**config.mk**
```make
export PLATFORM = sky130hd
export DESIGN_NAME = out_port_display
export DESIGN_NICKNAME = d
export VERILOG_FILES = /design/src/rtl/out_port_display_pkg.sv /design/src/rtl/hex_to_7seg.sv /design/src/rtl/out_port_display.sv
export SDC_FILE = /design/constraint.sdc
export NUM_CORES = 1
export LEC_CHECK = 0
export ABC_AREA = 1
export CAP_MARGIN = 30
export CELL_PAD_IN_SITES_DETAIL_PLACEMENT = 1
export CELL_PAD_IN_SITES_GLOBAL_PLACEMENT = 2
export CORE_MARGIN = 8
export CORE_UTILIZATION = 30
export CTS_CLUSTER_SIZE = 20
export DETAILED_ROUTE_END_ITERATION = 10
export GPL_TIMING_DRIVEN = 1
export PLACE_DENSITY = 0.73
export SETUP_SLACK_MARGIN = 0.4
export SYNTH_ARGS = -nofsm -noshare
export SYNTH_HDL_FRONTEND = slang
export SYNTH_SLANG_ARGS = --single-unit
```
**constraint.sdc**
```tcl
create_clock -name clock -period 2.66 [get_ports clock]
set_input_delay 0.266 -clock clock [delete_from_list [all_inputs] [get_ports clock]]
set_output_delay 0.266 -clock clock [all_outputs]
set_load 0.05 [all_outputs]
```
**src/rtl/out_port_display_pkg.sv**
```systemverilog
// Shared display definitions: active-low seven-segment glyphs for the hex
// digits, the blank pattern, the all-anodes-off pattern and a helper that
// builds the one-hot-low anode select.
package out_port_display_pkg;

  // Segment order is {g,f,e,d,c,b,a}; a 0 lights the segment.
  localparam logic [6:0] SEG_0     = 7'h40;
  localparam logic [6:0] SEG_1     = 7'h79;
  localparam logic [6:0] SEG_2     = 7'h24;
  localparam logic [6:0] SEG_3     = 7'h30;
  localparam logic [6:0] SEG_4     = 7'h19;
  localparam logic [6:0] SEG_5     = 7'h12;
  localparam logic [6:0] SEG_6     = 7'h02;
  localparam logic [6:0] SEG_7     = 7'h78;
  localparam logic [6:0] SEG_8     = 7'h00;
  localparam logic [6:0] SEG_9     = 7'h10;
  localparam logic [6:0] SEG_A     = 7'h08;
  localparam logic [6:0] SEG_B     = 7'h03;
  localparam logic [6:0] SEG_C     = 7'h46;
  localparam logic [6:0] SEG_D     = 7'h21;
  localparam logic [6:0] SEG_E     = 7'h06;
  localparam logic [6:0] SEG_F     = 7'h0E;
  localparam logic [6:0] SEG_BLANK = 7'h7F;

  localparam logic [7:0] ANODE_OFF = 8'hFF;

  // Drive the selected digit's anode low, all others high.
  function automatic logic [7:0] anode_sel(input logic [2:0] idx);
    return ~(8'h01 << idx);
  endfunction

endpackage

```
**src/rtl/hex_to_7seg.sv**
```systemverilog
// Combinational hex nibble to active-low seven-segment decoder with a blank
// override that turns every segment off.
module hex_to_7seg
  import out_port_display_pkg::*;
(
  input  logic [3:0] nibble,
  input  logic       blank,
  output logic [6:0] seg
);

  // Glyph lookup; blank wins over the nibble value.
  always_comb begin
    seg = SEG_BLANK;
    if (!blank) begin
      case (nibble)
        4'h0:    seg = SEG_0;
        4'h1:    seg = SEG_1;
        4'h2:    seg = SEG_2;
        4'h3:    seg = SEG_3;
        4'h4:    seg = SEG_4;
        4'h5:    seg = SEG_5;
        4'h6:    seg = SEG_6;
        4'h7:    seg = SEG_7;
        4'h8:    seg = SEG_8;
        4'h9:    seg = SEG_9;
        4'hA:    seg = SEG_A;
        4'hB:    seg = SEG_B;
        4'hC:    seg = SEG_C;
        4'hD:    seg = SEG_D;
        4'hE:    seg = SEG_E;
        default: seg = SEG_F;
      endcase
    end
  end

endmodule

```
**src/rtl/out_port_display.sv**
```systemverilog
// Eight-digit multiplexed hex display for the CPU OutPort. Writes land in a
// shadow register and are committed to the visible register only when the
// scan wraps from the last digit back to digit 0, so a frame never mixes two
// values. Outputs are one pipeline stage behind the scan counters.
module out_port_display
  import out_port_display_pkg::*;
#(
  parameter int REFRESH_DIV   = 50000,
  parameter int NUM_DIGITS    = 8,
  parameter bit BLANK_LEADING = 1'b1
) (
  input  logic        clock,
  input  logic        clear,
  input  logic [31:0] out_data,
  input  logic        out_load,
  input  logic        enable,
  output logic [6:0]  seg,
  output logic        dp,
  output logic [7:0]  an,
  output logic        frame_done,
  output logic        pending
);

  localparam int PW = $clog2(REFRESH_DIV);
  localparam int DW = $clog2(NUM_DIGITS);
  localparam logic [PW-1:0] PRE_LAST   = PW'(REFRESH_DIV - 1);
  localparam logic [DW-1:0] DIGIT_LAST = DW'(NUM_DIGITS - 1);

  logic [PW-1:0] prescaler;
  logic [DW-1:0] digit_idx;
  logic [31:0]   shadow;
  logic [31:0]   display_reg;
  logic          tick;
  logic          wrap;
  logic [31:0]   shifted;
  logic          blank;
  logic [6:0]    seg_next;

  assign tick = enable && (prescaler == PRE_LAST);
  assign wrap = tick && (digit_idx == DIGIT_LAST);

  // The shifted word holds the current digit in its low nibble and every more
  // significant digit above it, so one zero test covers leading-zero blanking.
  assign shifted = display_reg >> {digit_idx, 2'b00};
  assign blank   = BLANK_LEADING && (digit_idx != '0) && (shifted == '0);

  hex_to_7seg u_dec (
    .nibble (shifted[3:0]),
    .blank  (blank),
    .seg    (seg_next)
  );

  // Prescaler and digit scan; both freeze while the scan is disabled.
  always_ff @(posedge clock or posedge clear) begin
    if (clear) begin
      prescaler <= '0;
      digit_idx <= '0;
    end else if (enable) begin
      prescaler <= tick ? '0 : prescaler + 1'b1;
      if (tick) begin
        digit_idx <= (digit_idx == DIGIT_LAST) ? '0 : digit_idx + 1'b1;
      end
    end
  end

  // Capture into shadow on every load; commit to the visible register on the
  // frame wrap. A load on the wrap tick itself keeps pending set.
  always_ff @(posedge clock or posedge clear) begin
    if (clear) begin
      shadow      <= '0;
      display_reg <= '0;
      pending     <= 1'b0;
    end else begin
      if (wrap && pending) begin
        display_reg <= shadow;
      end
      if (out_load) begin
        shadow  <= out_data;
        pending <= 1'b1;
      end else if (wrap) begin
        pending <= 1'b0;
      end
    end
  end

  // Output pipeline stage; anodes stay off for the first cycle of each slot
  // to hide the previous digit's segments while they change.
  always_ff @(posedge clock or posedge clear) begin
    if (clear) begin
      an         <= ANODE_OFF;
      seg        <= SEG_BLANK;
      dp         <= 1'b1;
      frame_done <= 1'b0;
    end else begin
      an         <= (!enable || prescaler == '0) ? ANODE_OFF : anode_sel(3'(digit_idx));
      seg        <= enable ? seg_next : SEG_BLANK;
      dp         <= !(enable && (digit_idx == '0) && pending);
      frame_done <= wrap;
    end
  end

endmodule

```
==> key figures <==
Clocking
  – Inserted Clock Buffers: 9
  – Clk buf depth: 2
  – Clock Latency Late Sink: 0.35 ns
  – H-tree depth reported by CTS: 3
  – CTS clock-pin slew for the worst setup and hold paths: 0.07 ns
  – CTS tree: built
  – Clock root cell: clkbuf_16
  – Clock sinks: 101
  – Hold-fix buffers at CTS: 0

Global route
  – Total grt overflow: 0
  – Largest net degree at the start of global routing: 65
  – All-layer global routing usage: 0.131
  – Initial antenna violation count: 0
  – Vias in the first global route: 4706
  – First-pass GRT wire length: 23.4 mm

Critical path
  – CP Class: flip-flop to flip-flop
  – CP Data Required Time: 2.94 ns
  – FF-to-FF setup slack: 0.49 ns
  – CP Capture Type: flip-flop
  – Critical Path Fanout Max: 22
  – FF-to-FF path depth: 9
  – Worst setup SP type: flip-flop
  – Critical R2R Launch: digit_idx[0]
  – Reg2reg end: display_reg[17]
  – Worst EP arrival: 2.45 ns

Synthesis
  – Syn Nets: 703
  – Area contributors post-synth: dfrtp_1, nand2_1, dfstp_2
  – Netlist area before placement: 0.00526 sq mm
  – Yosys top cell area share: 0.404
  – Largest area contributor in the netlist: dfrtp_1
  – Post-synthesis sequential area ratio: 0.484
  – Syn_area_per_cell: 8.06 sq um
  – #FFs+latches synth: 101
  – Yosys cell types: 34
  – Syn Inst Count: 653
  – Synthesis Warnings: 0

STA
  – Max-Slew Margin vs Limit: 0.403
  – Final hold vios: 0
  – Setup Skew: 0.0131 ns
  – RSZ-0062 raised after global routing: yes
  – Total Negative Setup Slacks: 0 ns
  – Worst-Margin Slew: 0.896 ns
  – Final Critical Period: 2.17 ns
  – Final Cycle Share: 0.816
  – Endpoints failing setup: 0
  – Slew Limit Fails: 0
  – Fmax achieved: 461 MHz

Pwr
  – Tot Pwr: 3.46 mW
  – Clk pwr share: 0.391
  – Power per cell area: 521 mW/mm^2
  – Logic gate share of total power: 0.109
  – Static leakage: 3.13 nW
  – Sw Pwr: 894 uW
  – VDD IR max: 0.286 mV
  – Sequential fraction of design power: 0.500
  – Int Pwr: 2.56 mW
  – Sw Ratio: 0.259

Drt
  – WL/cell: 14.5 um
  – DR iter-0 viols: 200
  – Drt pass-1 iters: 4
  – Final wirelength: 13.8 mm
  – DRC Markers: 0
  – Via count: 4362
  – Vias/cell: 4.58
  – Final antenna-violating net count: 0

Status
  – Outcome: finished clean

Placement
  – Port Buffer Count: 53
  – DP Area: 0.00601 sq mm
  – Post-Place Cells: 917
  – GPL Wtd Cong: 0.813
  – DP HPWL: 10.2 mm

Die
  – Core Area: 0.0172 sq mm
  – Die ar.: 0.0220 sq mm
  – Num rows: 48
  – Total I/O pin count: 54
  – Die W: 148 um
  – Initial Util: 0.305
  – Chip height: 148 um

Layout
  – Final core occ: 0.385
  – Finished Cell Area: 0.00663 sq mm
  – N_diodes: 0
  – Nets: 773
  – Area growth, synth to finish: 26.0%
  – Non-Filler Instances: 953
  – Share of cells above drive strength 1: 0.187

Flow run
  – Max Cap Viol: 0

Hold path
  – Hold WC Path Type: primary input to asynchronous set/reset pin
==> final cells by class <==
| type | instances | area [sq um] |
|---|---|---|
| fillers | 2052 | 10600 |
| flip-flops and latches | 101 | 2550 |
| multi-input cells | 452 | 2360 |
| repair buffers | 82 | 830 |
| inverters | 75 | 297 |
| well taps | 225 | 282 |
| clock buffers | 13 | 260 |
| clock inverters | 3 | 43.8 |
| repair inverters | 2 | 12.5 |
==> synthesized netlist by cell type, drive strengths merged <==
library cell  instances
nand3                51
clkinv                1
a21oi                 9
xor2                  3
nor4                  3
and3                  1
buf                  17
dfstp                16
ha                   14
inv                  74
clkbuf                8
nand4                 4
nor3                 12
nor3b                 1
dfrtp                85
nand2               221
xnor2                 1
o21ai                84
nand3b                1
nor2                 46
and2                  1
==> worst max-delay path, cell delays in order, from the launching register on <==
cell and delay [ns]:
dfrtp_2 0.54, buf_8 0.17, buf_4 0.12, ha_1 0.18, ha_1 0.21, inv_1 0.11
nor2_4 0.20, nand2_8 0.16, clkbuf_16 0.25, o21ai_2 0.13
==> routing by layer <==
layer | global-route usage | vias up | routed length (um)
li1 | - | 2197 | -
met5 | 0 | - | 0
met2 | 0.211 | 55 | 6630
met1 | 0.168 | 2091 | 6530
met4 | 0.0520 | 0 | 264
met3 | 0.0264 | 19 | 412
==> logic make-up (layout without fill, tap and decap cells) <==
| family | Yosys count | in the layout | share of synthesized area |
|---|---|---|---|
| DFF | 101 | 101 | 0.484 |
| AOI/OAI and AO/OA | 93 | 93 | 0.111 |
| buffers and inverters | 100 | 175 | 0.0858 |
| and+or+nand+nor | 341 | 341 | 0.279 |
| adders and majority gates | 14 | 14 | 0.0333 |
| xor gates and xnor gates | 4 | 4 | 0.00666 |
==> how the worst max path moves through the flow <==
stage	from	endpoint	slack, ns
after CTS	digit_idx[0]	seg[5]	0.43
final	digit_idx[0]	display_reg[17]	0.49
after floorplan	digit_idx[0]	seg[0]	0.54
after detailed placement	digit_idx[0]	seg[5]	0.36
after global routing	digit_idx[0]	seg[5]	0.33
after global placement	digit_idx[0]	seg[4]	0.42
==> layout by cell type (no fill, tap or decap), drive strengths merged, types with 3 or more instances in the layout <==
master,Yosys,final
nand4,4,4
dfstp,16,16
nand2,221,221
nor4,3,3
ha,14,14
nor3,12,12
xor2,3,3
o21ai,84,84
clkbuf,8,15
clkdlybuf4s50,0,52
buf,17,28
inv,74,75
dfrtp,85,85
a21oi,9,9
nor2,46,46
nand3,51,51
==> metrics by stage <==
stage / hold WS (ns) / setup slack [ns]
finish: 0.307 / 0.491
global route: 0.369 / 0.331
CTS: 0.320 / 0.431
detailed placement: 0.479 / 0.362
global placement: 0.473 / 0.420
floorplan: 0.378 / 0.542
==> repair_timing <==
item / in CTS / in global routing
gates resized for setup: 2 / 35
endpoints found under the hold margin: 0 / 0
endpoints found under the setup margin: 7 / 7
buffers inserted: 0 / 16
gates cloned: 0 / 4
pin swaps: 0 / 15
==> power groups by stage <==
stage	Combinational (mW)	Clock, mW	Sequential, mW
4_1_cts	0.388	1.41	1.73
3_3_place_gp	0.367	0	1.75
5_1_grt	0.443	1.47	1.75
2_1_floorplan	0.248	0	1.74
6_report	0.378	1.35	1.73
3_5_place_dp	0.384	0	1.76
(Power assumes the default switching activity.)
